==> src/rtl/mux_arb_nxw_pkg.sv <==
// mux_arb_nxw_pkg: shared arbitration-mode encodings and select-width helper
package mux_arb_nxw_pkg;
  localparam logic ARB_FIXED = 1'b0;
  localparam logic ARB_ROUND = 1'b1;
  function automatic int sel_w(input int n);
    return (n > 1) ? $clog2(n) : 1;
  endfunction
endpackage

==> src/rtl/mux_arb_nxw_rr_arbiter.sv <==
// rr_arbiter_n: round-robin / fixed-priority grant with explicit non-power-of-2 pointer wrap
module rr_arbiter_n
  import mux_arb_nxw_pkg::*;
#(
  parameter int NUM_IN = 8,
  parameter int SEL_W  = sel_w(NUM_IN)
) (
  input  logic              clk,
  input  logic              reset,
  input  logic [NUM_IN-1:0] req,
  input  logic              advance,
  input  logic              mode,
  output logic [NUM_IN-1:0] grant,
  output logic [SEL_W-1:0]  grant_idx
);
  logic [SEL_W-1:0] rr_ptr;
  logic found;
  int idx;
  always_comb begin
    grant = '0;
    grant_idx = '0;
    found = 1'b0;
    idx = 0;
    for (int j = 0; j < NUM_IN; j++) begin
      idx = (mode == ARB_ROUND) ? int'(rr_ptr) + j : j;
      idx = (idx >= NUM_IN) ? idx - NUM_IN : idx;
      if (!found && req[idx]) begin
        found = 1'b1;
        grant[idx] = 1'b1;
        grant_idx = SEL_W'(idx);
      end
    end
  end
  always_ff @(posedge clk) begin
    if (reset) rr_ptr <= '0;
    else if (advance && mode == ARB_ROUND)
      rr_ptr <= (grant_idx == SEL_W'(NUM_IN - 1)) ? '0 : grant_idx + 1'b1;
  end
endmodule

==> src/rtl/mux_arb_nxw.sv <==
// mux_arb_nxw: arbitrated N-input mux with valid/ready handshake and one registered output stage
module mux_arb_nxw
  import mux_arb_nxw_pkg::*;
#(
  parameter int   NUM_IN  = 8,
  parameter int   WIDTH   = 8,
  parameter logic RR_MODE = ARB_ROUND,
  parameter int   SEL_W   = sel_w(NUM_IN)
) (
  input  logic                    clk,
  input  logic                    reset,
  input  logic [NUM_IN*WIDTH-1:0] in_data,
  input  logic [NUM_IN-1:0]       in_valid,
  output logic [NUM_IN-1:0]       in_ready,
  output logic [WIDTH-1:0]        out_data,
  output logic [SEL_W-1:0]        out_sel,
  output logic                    out_valid,
  input  logic                    out_ready
);
  logic load, fire;
  logic [NUM_IN-1:0] grant;
  logic [SEL_W-1:0] grant_idx;
  logic [WIDTH-1:0] sel_data;
  assign load = !out_valid || out_ready;
  assign in_ready = (load && !reset) ? grant : '0;
  assign fire = |(in_ready & in_valid);
  rr_arbiter_n #(.NUM_IN(NUM_IN), .SEL_W(SEL_W)) u_arb (
    .clk       (clk),
    .reset     (reset),
    .req       (in_valid),
    .advance   (fire),
    .mode      (RR_MODE),
    .grant     (grant),
    .grant_idx (grant_idx)
  );
  // grant is one-hot, so an OR of gated channels is the select
  always_comb begin
    sel_data = '0;
    for (int i = 0; i < NUM_IN; i++)
      sel_data = sel_data | (grant[i] ? in_data[i*WIDTH +: WIDTH] : '0);
  end
  always_ff @(posedge clk) begin
    if (reset) begin
      out_valid <= 1'b0;
      out_data <= '0;
      out_sel <= '0;
    end else if (load) begin
      out_valid <= fire;
      if (fire) begin
        out_data <= sel_data;
        out_sel <= grant_idx;
      end
    end
  end
endmodule

==> config.mk <==
export PLATFORM = sky130hd
export DESIGN_NAME = mux_arb_nxw
export DESIGN_NICKNAME = d
export VERILOG_FILES = /design/src/rtl/mux_arb_nxw_pkg.sv /design/src/rtl/mux_arb_nxw_rr_arbiter.sv /design/src/rtl/mux_arb_nxw.sv
export SDC_FILE = /design/constraint.sdc
export NUM_CORES = 1
export LEC_CHECK = 0
export CORE_UTILIZATION = 55
export CTS_BUF_LIST = sky130_fd_sc_hd__clkbuf_16
export CTS_CLUSTER_SIZE = 12
export DETAILED_ROUTE_END_ITERATION = 8
export DONT_BUFFER_PORTS = 1
export GPL_ROUTABILITY_DRIVEN = 0
export MAX_ROUTING_LAYER = met4
export PLACE_DENSITY = 0.73
export SYNTH_ARGS = -nofsm -noshare
export SYNTH_HDL_FRONTEND = slang
export SYNTH_SLANG_ARGS = --single-unit
==> constraint.sdc <==
create_clock -name clk -period 7.9 [get_ports clk]
set_input_delay 2.37 -clock clk [delete_from_list [all_inputs] [get_ports clk]]
set_output_delay 2.37 -clock clk [all_outputs]
set_load 0.01 [all_outputs]
==> results.sh, run 1 <==
export IMPL_run_status="finished, final reports clean"
export IMPL_grt_first_pass_wirelength_um=15600
export IMPL_use_met2=0.554
export IMPL_overflow=0
export IMPL_post_cts_resize_count=0
export IMPL_cp_required_ps=5530
export IMPL_max_slew_worst_pin_slew_ps=899
export IMPL_holdWs_ps=499
export IMPL_p_leak_nw=1.04
export IMPL_ctsHoldBuffers=0
export IMPL_slew_headroom=0.400
export IMPL_vias_per_cell=7.74
export IMPL_grt_pass1_vias=3192
export IMPL_synth_area_per_cell_sq_um=7.47
export IMPL_post_route_worst_setup_slack_ps=666
export IMPL_gr_usage_all_layers=0.377
export IMPL_die_y_um=75.5
export IMPL_top_level_i_o_count=95
export IMPL_final_number_of_max_transition_violations=0
export IMPL_floorplan_core_area_sq_um=5140
export IMPL_wl_um=10500
export IMPL_detail_route_wl_per_cell_um=23.6
export IMPL_critPathArrivalTime_ps=4860
export IMPL_setup_violations_final=0
export IMPL_routed_via_count=3452
export IMPL_detail_route_drc_violations=0
export IMPL_ys_seq_elements=15
export IMPL_cts_sinks=15
export IMPL_critical_path_slowest_cell="mux4_1"
export IMPL_placement_io_buffers=0
export IMPL_number_of_diodes_added_for_antenna_fixing=0
export IMPL_post_synth_top_count_cell="nand2_1"
export IMPL_area_sequential_sq_um=300
export IMPL_grt_start_max_net_pins=43
export IMPL_clock_path_buffers=2
export IMPL_cts_post_setup_buffers_inserted=0
export IMPL_multi_input_comb_area_sq_um=2440
export IMPL_synthSimpleGateAreaFrac=0.255
export IMPL_cp_slowest_stage_delay_ps=630
export IMPL_area_growth_synth_to_final_pct=1.94
export IMPL_final_net_count=462
export IMPL_gr_max_usage_layer="met2"
export IMPL_ys_async_sr_fraction=0
export IMPL_synth_top_area_cell="dfxtp_1"
export IMPL_worstSetupEndpointType="output pin"
export IMPL_synth_sequential_area_ratio=0.101
export IMPL_post_synth_fa_ha_maj_area_fraction=0.0421
export IMPL_netlist_area_leader_share=0.101
export IMPL_hold_violations=0
export IMPL_place_detailed_hpwl_um=7680
export IMPL_detailedRoute_firstIterationViolations=530
export IMPL_synth_area_sq_um=2970
export IMPL_synth_top_family_by_area="compound AO/OA/AOI/OAI gates"
export IMPL_holdCritPathClass="register to register"
export IMPL_total_power_mw=1.54
export IMPL_floorplan_rows=26
export IMPL_cts_made_buffers=3
export IMPL_worstSetupPathType="primary input to output pin"
export IMPL_fillerInstances=508
export IMPL_drive_above_1_share=0.130
export IMPL_dp_slack_ps=700
export IMPL_tritoncts="built"
export IMPL_yosys_top_cells_count="nand2_1, a21oi_1, mux2i_1, nand4_1"
export IMPL_timing_critical_path_cells="mux4_1 > mux2_2 > a211oi_2 > nor4b_2 > a32o_1 > o21bai_1 > and2_1"
export IMPL_dominantRegCellSynth="dfxtp_1"
export IMPL_synth_enable_flop_cells=0
export IMPL_setup_total_negative_slack_ps=0
export IMPL_die_area_sq_um=5700
export IMPL_yosys_warnings=0
export IMPL_die_width_um=75.5
export IMPL_power_ir_vdd_worst_mv=0.262
export IMPL_cts_htree_levels=1
export IMPL_synth_compound_gate_area_share=0.325
export IMPL_route_antenna_remaining_nets=0
export IMPL_syn_instance_count=398
export IMPL_final_min_clock_period_ps=7230
export IMPL_synth_unique_cells=68
export IMPL_groute_layer_met1_usage=0.469
export IMPL_post_synth_main_area_contributors="dfxtp_1, mux2i_1, mux4_2, nand2_1, a21oi_1"
export IMPL_synthXorXnorAreaFrac=0.0173
export IMPL_latest_clock_arrival_within_the_worst_skew_pair_ps=240
export IMPL_syn_num_nets=483
export IMPL_drt_pass1_iter_count=6
export IMPL_antenna_violations_before_repair=0
export IMPL_yosys_mux_area_fraction=0.182
export IMPL_crit_path_max_fanout=10
export IMPL_timing_max_cap_violations=0
export IMPL_grt_use_met3=0.124
export IMPL_clock_root_buffer="clkbuf_16"
export IMPL_p_per_area_nw_per_um2=508
export IMPL_clkTransAtPathRegs_ps=50
export IMPL_fmaxAchievable_mhz=138
export IMPL_startpoint_type="primary input"
export IMPL_fin_skew_ps=1.73
export IMPL_grt_setup_unrepaired="no"
export IMPL_min_period_over_period=0.916
export IMPL_initial_utilization=0.578
## area by class of cell
cell class                      instances  area share
Multi-Input combinational cell        334       0.806
Sequential cell                        15      0.0991
Tap cell                               70      0.0289
Clock buffer                            3      0.0248
Timing Repair Buffer                    9      0.0223
Inverter                               14      0.0173
Clock inverter                          1     0.00124
## path summary, 6_finish.rpt
path | from | end | slack, ps | cells after the start
setup / recovery | in_valid[7] | in_ready[2] | 670 | 7
hold / removal | out_data[4] | out_data[4] | 500 | 2
setup reg to reg | register | register | 2770 | 14
hold reg to reg | out_data[4] | out_data[4] | 500 | 2
## where the power goes
| group | switching [mW] | internal (mW) |
|---|---|---|
| Sequential | 0.0412 | 0.105 |
| Clock | 0.0289 | 0.0669 |
| Combinational | 0.840 | 0.457 |
## critical path, delay by kind of cell
family / cells / cell delay, ps
and+or+nand+nor: 2 / 680
muxes: 2 / 1000
AOI/OAI and AO/OA: 3 / 820
## routing by layer
| metal | up-vias | share of wire |
|---|---|---|
| met2 | 279 | 0.44 |
| li1 | 1515 | - |
| met5 | - | 0 |
| met1 | 1590 | 0.38 |
| met4 | 0 | 0.046 |
| met3 | 68 | 0.14 |
## state kept, by name (all words and copies together) (netlist names), named ones only
name and count:
out_valid 1, out_data 8, out_sel 3, u_arb.rr_ptr 2
## placed cells by master, fill, tap and decap left out, types with 3 or more instances in the layout
cell type / n
a222oi_1: 8
o21ai_0: 13
a211oi_1: 4
nor2_1: 16
nand2b_1: 3
nand3_1: 20
and2_1: 10
a22oi_1: 20
a21oi_1: 31
buf_4: 9
mux2_2: 7
o41ai_1: 3
inv_1: 13
o31ai_1: 4
nor3_1: 7
o22ai_1: 5
a32oi_1: 3
o21ai_1: 8
clkbuf_16: 3
dfxtp_1: 15
nor2b_1: 7
mux4_2: 8
xnor2_1: 4
a32o_1: 3
nand4_1: 23
nand2_1: 43
mux2i_1: 23
o32ai_1: 4
ha_1: 10
## per-stage QoR
stage          utilization  instances  area [sq um]
4_1_cts              0.589        446          3030
2_1_floorplan            -        398          2970
3_5_place_dp         0.574        442          2950
3_3_place_gp         0.574        442          2950
6_report             0.589        446          3030
5_1_grt              0.589        446          3030
## cells by family after synthesis
group	Yosys count
XOR/XNOR	5
AND/OR/NAND/NOR	146
AO/OA/AOI/OAI	133
adder cells (fa/ha/maj)	10
flip-flops	15
multiplexers	40
buffers and inverters	49
Power figures use the tool's default switching activity.
==> run 2: changes to the inputs <==
--- a/config.mk
+++ b/config.mk
@@ -12,7 +12,7 @@
 export DONT_BUFFER_PORTS = 1
 export GPL_ROUTABILITY_DRIVEN = 0
 export MAX_ROUTING_LAYER = met4
-export PLACE_DENSITY = 0.73
+export PLACE_DENSITY = 0.74
 export SYNTH_ARGS = -nofsm -noshare
 export SYNTH_HDL_FRONTEND = slang
 export SYNTH_SLANG_ARGS = --single-unit
==> run 2 against run 1 <==
  * Sequential share of layout area barely moved
  * Clock skew shrank 0.58 ps
  * Maximum frequency up 0.68%
  * Worst setup slack better by 49 ps
  * Register-to-register slack better by 190 ps
  * Sequential cell count is the same
  * Die area unchanged
  * Sequential power is 10% lower
  * Total power increased by 0.65%
  * Highest routed layer unchanged
==> results.sh, run 2 (synthesized netlist as in run 1, its figures left out) <==
export IMPL_run_status="finished, final reports clean"
export IMPL_top_level_i_o_count=95
export IMPL_share_of_total_power_in_sequential_cells=0.085
export IMPL_hold_violations=0
export IMPL_grt_first_pass_wirelength_um=15700
export IMPL_worstSetupPathType="primary input to output pin"
export IMPL_grt_setup_unrepaired="no"
export IMPL_final_number_of_max_transition_violations=0
export IMPL_hp_start="out_data[1]"
export IMPL_p_per_area_nw_per_um2=509
export IMPL_holdWs_ps=499
export IMPL_cts_post_setup_buffers_inserted=0
export IMPL_cts_sinks=15
export IMPL_mostFrequentLayoutCell="nand2_1"
export IMPL_layout_common_cells="nand2_1, a21oi_1, mux2i_1, nand4_1"
export IMPL_detail_route_wl_per_cell_um=23.5
export IMPL_largest_register="out_data"
export IMPL_ctsHoldBuffers=0
export IMPL_timing_max_cap_violations=0
export IMPL_placement_io_buffers=0
export IMPL_slew_headroom=0.506
export IMPL_antenna_violations_before_repair=0
export IMPL_number_of_diodes_added_for_antenna_fixing=0
export IMPL_timing_hold_worst_endpoint="out_data[1]"
export IMPL_worstReg2RegEnd="out_data[1]"
export IMPL_clock_network_fraction_of_design_power=0.063
export IMPL_clock_path_buffers=2
export IMPL_latest_clock_arrival_within_the_worst_skew_pair_ps=250
export IMPL_regs_by_ff_count="out_data: 8 flops, out_sel: 3 flops, u_arb.rr_ptr: 2 flops"
export IMPL_floorplan_core_area_sq_um=5140
export IMPL_post_cts_resize_count=0
export IMPL_route_antenna_remaining_nets=0
export IMPL_cp_required_ps=5530
export IMPL_clkTransAtPathRegs_ps=50
export IMPL_hold_depth=2
export IMPL_holdCritPathClass="register to register"
export IMPL_detail_route_drc_violations=0
export IMPL_switching_share=0.591
export IMPL_tritoncts="built"
export IMPL_die_width_um=75.5
export IMPL_worstSetupEndpointType="output pin"
export IMPL_min_period_over_period=0.909
export IMPL_drt_pass1_iter_count=8
export IMPL_initial_utilization=0.578
export IMPL_die_y_um=75.5
export IMPL_setup_violations_final=0
export IMPL_area_growth_synth_to_final_pct=2.44
export IMPL_fillerInstances=502
export IMPL_cts_htree_levels=1
export IMPL_grt_start_max_net_pins=43
export IMPL_p_switching_mw=0.915
export IMPL_grt_pass1_vias=3006
export IMPL_r2r_cells=14
export IMPL_die_area_sq_um=5700
export IMPL_crit_path_max_fanout=10
export IMPL_cell_internal_pwr_mw=0.633
export IMPL_p_leak_nw=1.05
export IMPL_wl_um=10500
export IMPL_largest_register_ffs=8
export IMPL_critPathArrivalTime_ps=4810
export IMPL_drive_above_1_share=0.135
export IMPL_setup_total_negative_slack_ps=0
export IMPL_place_detailed_hpwl_um=7500
export IMPL_max_slew_worst_pin_slew_ps=735
export IMPL_cts_made_buffers=3
export IMPL_final_net_count=464
export IMPL_setup_reg_to_reg_worst_slack_ps=2960
export IMPL_final_min_clock_period_ps=7180
export IMPL_share_comb_of_total_power=0.852
export IMPL_detailedRoute_firstIterationViolations=815
export IMPL_overflow=0
export IMPL_floorplan_rows=26
export IMPL_startpoint_type="primary input"
export IMPL_fin_skew_ps=1.15
export IMPL_routed_via_count=3534
export IMPL_gr_usage_all_layers=0.377
export IMPL_vias_per_cell=7.89
export IMPL_power_ir_vdd_worst_mv=0.273
export IMPL_fmaxAchievable_mhz=139
export IMPL_clock_root_buffer="clkbuf_16"
## run 2: power groups by stage
stage	logic [mW]	registers (mW)	clock network, mW
2_1_floorplan	0.989	0.129	0
5_1_grt	1.40	0.134	0.103
3_5_place_dp	1.25	0.132	0
4_1_cts	1.26	0.131	0.0994
6_report	1.32	0.131	0.0977
3_3_place_gp	1.24	0.132	0
## run 2: cell type report
cell class,count,area [sq um],share of cell area
Sequential cell,15,300,0.0986
Inverter,14,52.6,0.0173
Tap cell,70,87.6,0.0288
Clock buffer,3,75.1,0.0247
Multi-Input combinational cell,334,2440,0.802
Clock inverter,1,3.75,0.00123
Timing Repair Buffer,11,82.6,0.0271
## run 2: worst max-delay path by stage
stage / depth (start not counted) / startpoint / endpoint / slack [ps]
global placement: 9 / in_valid[3] / in_ready[3] / 900
detailed placement: 8 / in_valid[7] / in_ready[2] / 800
floorplan: 8 / in_valid[7] / in_ready[2] / 730
CTS: 8 / in_valid[7] / in_ready[2] / 790
finish: 8 / in_valid[7] / in_ready[2] / 720
global route: 10 / in_valid[3] / in_ready[2] / 630
## run 2: per-layer routing
| metal | share of wire | vias to the layer above | GRT usage |
|---|---|---|---|
| li1 | - | 1522 | - |
| met1 | 0.38 | 1617 | 0.524 |
| met2 | 0.44 | 346 | 0.521 |
| met3 | 0.14 | 49 | 0.108 |
| met4 | 0.037 | 0 | 0.126 |
| met5 | 0 | - | - |
## run 2: critical path, stage by stage
cell      delay, ps
mux4_1          620
mux2_2          370
a211oi_2        220
nor4b_2         410
a32o_1          290
o21bai_1        130
buf_4           200
and2_1          190
## run 2: stage by stage
step	area [sq um]	setup WS [ps]	instances	total power, mW	utilization
6_report	3040	715	448	1.55	0.592
5_1_grt	3040	628	448	1.64	0.592
4_1_cts	3040	789	448	1.49	0.592
3_5_place_dp	2970	797	444	1.39	0.577
3_3_place_gp	2970	904	444	1.37	0.577
2_1_floorplan	2970	730	398	1.12	-
==> run 3: changes to the inputs <==
--- a/config.mk
+++ b/config.mk
@@ -5,14 +5,14 @@
 export SDC_FILE = /design/constraint.sdc
 export NUM_CORES = 1
 export LEC_CHECK = 0
-export CORE_UTILIZATION = 55
+export CORE_UTILIZATION = 25
 export CTS_BUF_LIST = sky130_fd_sc_hd__clkbuf_16
 export CTS_CLUSTER_SIZE = 12
 export DETAILED_ROUTE_END_ITERATION = 8
 export DONT_BUFFER_PORTS = 1
 export GPL_ROUTABILITY_DRIVEN = 0
 export MAX_ROUTING_LAYER = met4
-export PLACE_DENSITY = 0.74
+export PLACE_DENSITY = 0.44
 export SYNTH_ARGS = -nofsm -noshare
 export SYNTH_HDL_FRONTEND = slang
 export SYNTH_SLANG_ARGS = --single-unit
==> constraint.sdc (replaced) <==
create_clock -name clk -period 5.9 [get_ports clk]
set_input_delay 1.77 -clock clk [delete_from_list [all_inputs] [get_ports clk]]
set_output_delay 1.77 -clock clk [all_outputs]
set_load 0.01 [all_outputs]
==> run 3 against run 2 <==
  * Non-clock buffer count increased by 14
  * Design area increased by 7.3%
  * Clock skew increased by 0.51 ps
  * Register-to-register slack got worse by 2000 ps
  * Largest cell class unchanged
  * Largest power group unchanged
==> results.sh, run 3 (synthesized netlist as in run 1, its figures left out) <==
export IMPL_max_slew_worst_pin_slew_ps=774
export IMPL_cts_made_buffers=3
export IMPL_final_net_count=478
export IMPL_hold_violations=0
export IMPL_layout_common_cells="nand2_1, a21oi_1, buf_4, mux2i_1, nand4_1"
export IMPL_slew_headroom=0.471
export IMPL_initial_utilization=0.258
export IMPL_cts_post_setup_buffers_inserted=0
export IMPL_floorplan_rows=39
export IMPL_holdCritPathClass="register to register"
export IMPL_post_route_worst_setup_slack_ps=251
export IMPL_routed_via_count=3473
export IMPL_critPathArrivalTime_ps=3880
export IMPL_worstSetupPathType="primary input to output pin"
export IMPL_worstSetupEndpointType="output pin"
export IMPL_setup_violations_final=0
export IMPL_switching_share=0.584
export IMPL_placement_io_buffers=0
export IMPL_grt_start_max_net_pins=42
export IMPL_setup_total_negative_slack_ps=0
export IMPL_die_y_um=111
export IMPL_grt_first_pass_wirelength_um=18800
export IMPL_min_period_over_period=0.957
export IMPL_p_switching_mw=1.29
export IMPL_final_util=0.284
export IMPL_cts_sinks=15
export IMPL_post_cts_resize_count=0
export IMPL_final_min_clock_period_ps=5650
export IMPL_startpoint_type="primary input"
export IMPL_timing_max_cap_violations=0
export IMPL_grt_pass1_vias=3277
export IMPL_die_width_um=111
export IMPL_drt_pass1_iter_count=5
export IMPL_final_number_of_max_transition_violations=0
export IMPL_tritoncts="built"
export IMPL_run_status="finished, final reports clean"
export IMPL_cell_internal_pwr_mw=0.918
export IMPL_p_per_area_nw_per_um2=676
export IMPL_detail_route_drc_violations=0
export IMPL_dp_slack_ps=273
export IMPL_cp_required_ps=4130
export IMPL_setup_reg_to_reg_worst_slack_ps=1010
export IMPL_largest_register_ffs=8
export IMPL_floorplan_core_area_sq_um=11500
export IMPL_regs_by_ff_count="out_data: 8 flops, out_sel: 3 flops, u_arb.rr_ptr: 2 flops"
export IMPL_detailedRoute_firstIterationViolations=373
export IMPL_power_ir_vdd_worst_mv=0.195
export IMPL_gr_usage_all_layers=0.199
export IMPL_antenna_violations_before_repair=0
export IMPL_fmaxAchievable_mhz=177
export IMPL_overflow=0
export IMPL_number_of_diodes_added_for_antenna_fixing=0
export IMPL_p_leak_nw=1.13
export IMPL_fin_skew_ps=1.66
export IMPL_cts_htree_levels=1
export IMPL_detail_route_wl_per_cell_um=22.9
export IMPL_crit_path_max_fanout=20
export IMPL_share_comb_of_total_power=0.859
export IMPL_clock_root_buffer="clkbuf_16"
export IMPL_area_growth_synth_to_final_pct=9.89
export IMPL_vias_per_cell=6.49
export IMPL_mostFrequentLayoutCell="nand2_1"
export IMPL_clkTransAtPathRegs_ps=50
export IMPL_ctsHoldBuffers=0
export IMPL_die_area_sq_um=12300
export IMPL_largest_register="out_data"
export IMPL_drive_above_1_share=0.168
export IMPL_grt_setup_unrepaired="no"
export IMPL_top_level_i_o_count=95
export IMPL_wl_um=12300
export IMPL_share_of_total_power_in_sequential_cells=0.081
export IMPL_route_antenna_remaining_nets=0
export IMPL_place_detailed_hpwl_um=9300
export IMPL_clock_path_buffers=2
export IMPL_clock_network_fraction_of_design_power=0.059
export IMPL_latest_clock_arrival_within_the_worst_skew_pair_ps=240
[run 3: power by group through the flow]
stage | Clock, mW | Combinational [mW] | Sequential, mW
after CTS | 0.132 | 1.86 | 0.180
after global placement | 0 | 1.88 | 0.182
final | 0.131 | 1.90 | 0.179
after global routing | 0.137 | 2.02 | 0.184
after floorplan | 0 | 1.34 | 0.173
after detailed placement | 0 | 1.85 | 0.181
[run 3: worst paths after layout]
path | startpoint | end | cells after the start
setup / recovery | in_valid[7] | in_ready[2] | 8
hold / removal | out_data[6] | out_data[6] | 2
setup reg to reg | register | register | 14
hold reg to reg | out_data[6] | out_data[6] | 2
[run 3: final cells by class]
type                            count  area, sq um
Inverter                           14         52.6
Tap cell                          143          179
Clock buffer                        3         75.1
Fill cell                        1278         8250
Multi-Input combinational cell    334         2450
Sequential cell                    15          300
Timing Repair Buffer               25          200
Clock inverter                      1         3.75
[run 3: metal layers]
| layer | GRT usage | part of all wire | vias up |
|---|---|---|---|
| li1 | - | - | 1549 |
| met1 | 0.245 | 0.41 | 1682 |
| met2 | 0.343 | 0.49 | 211 |
| met3 | 0.0252 | 0.069 | 31 |
| met4 | 0.0541 | 0.029 | 0 |
| met5 | - | 0 | - |
[run 3: critical path: stages]
cell and delay, ps:
mux4_2 540, nor2_1 150, a22oi_2 90, buf_12 170, o41ai_1 520, a211oi_1 120, o21bai_1 270, and2_1 240
[run 3: metrics by stage]
step / hold WS [ps] / total power, mW / cells / area (sq um)
after floorplan: 473 / 1.51 / 398 / 2980
after global placement: 493 / 2.06 / 531 / 3190
after detailed placement: 493 / 2.03 / 531 / 3190
after CTS: 501 / 2.17 / 535 / 3270
after global routing: 522 / 2.35 / 535 / 3270
final: 496 / 2.21 / 535 / 3270
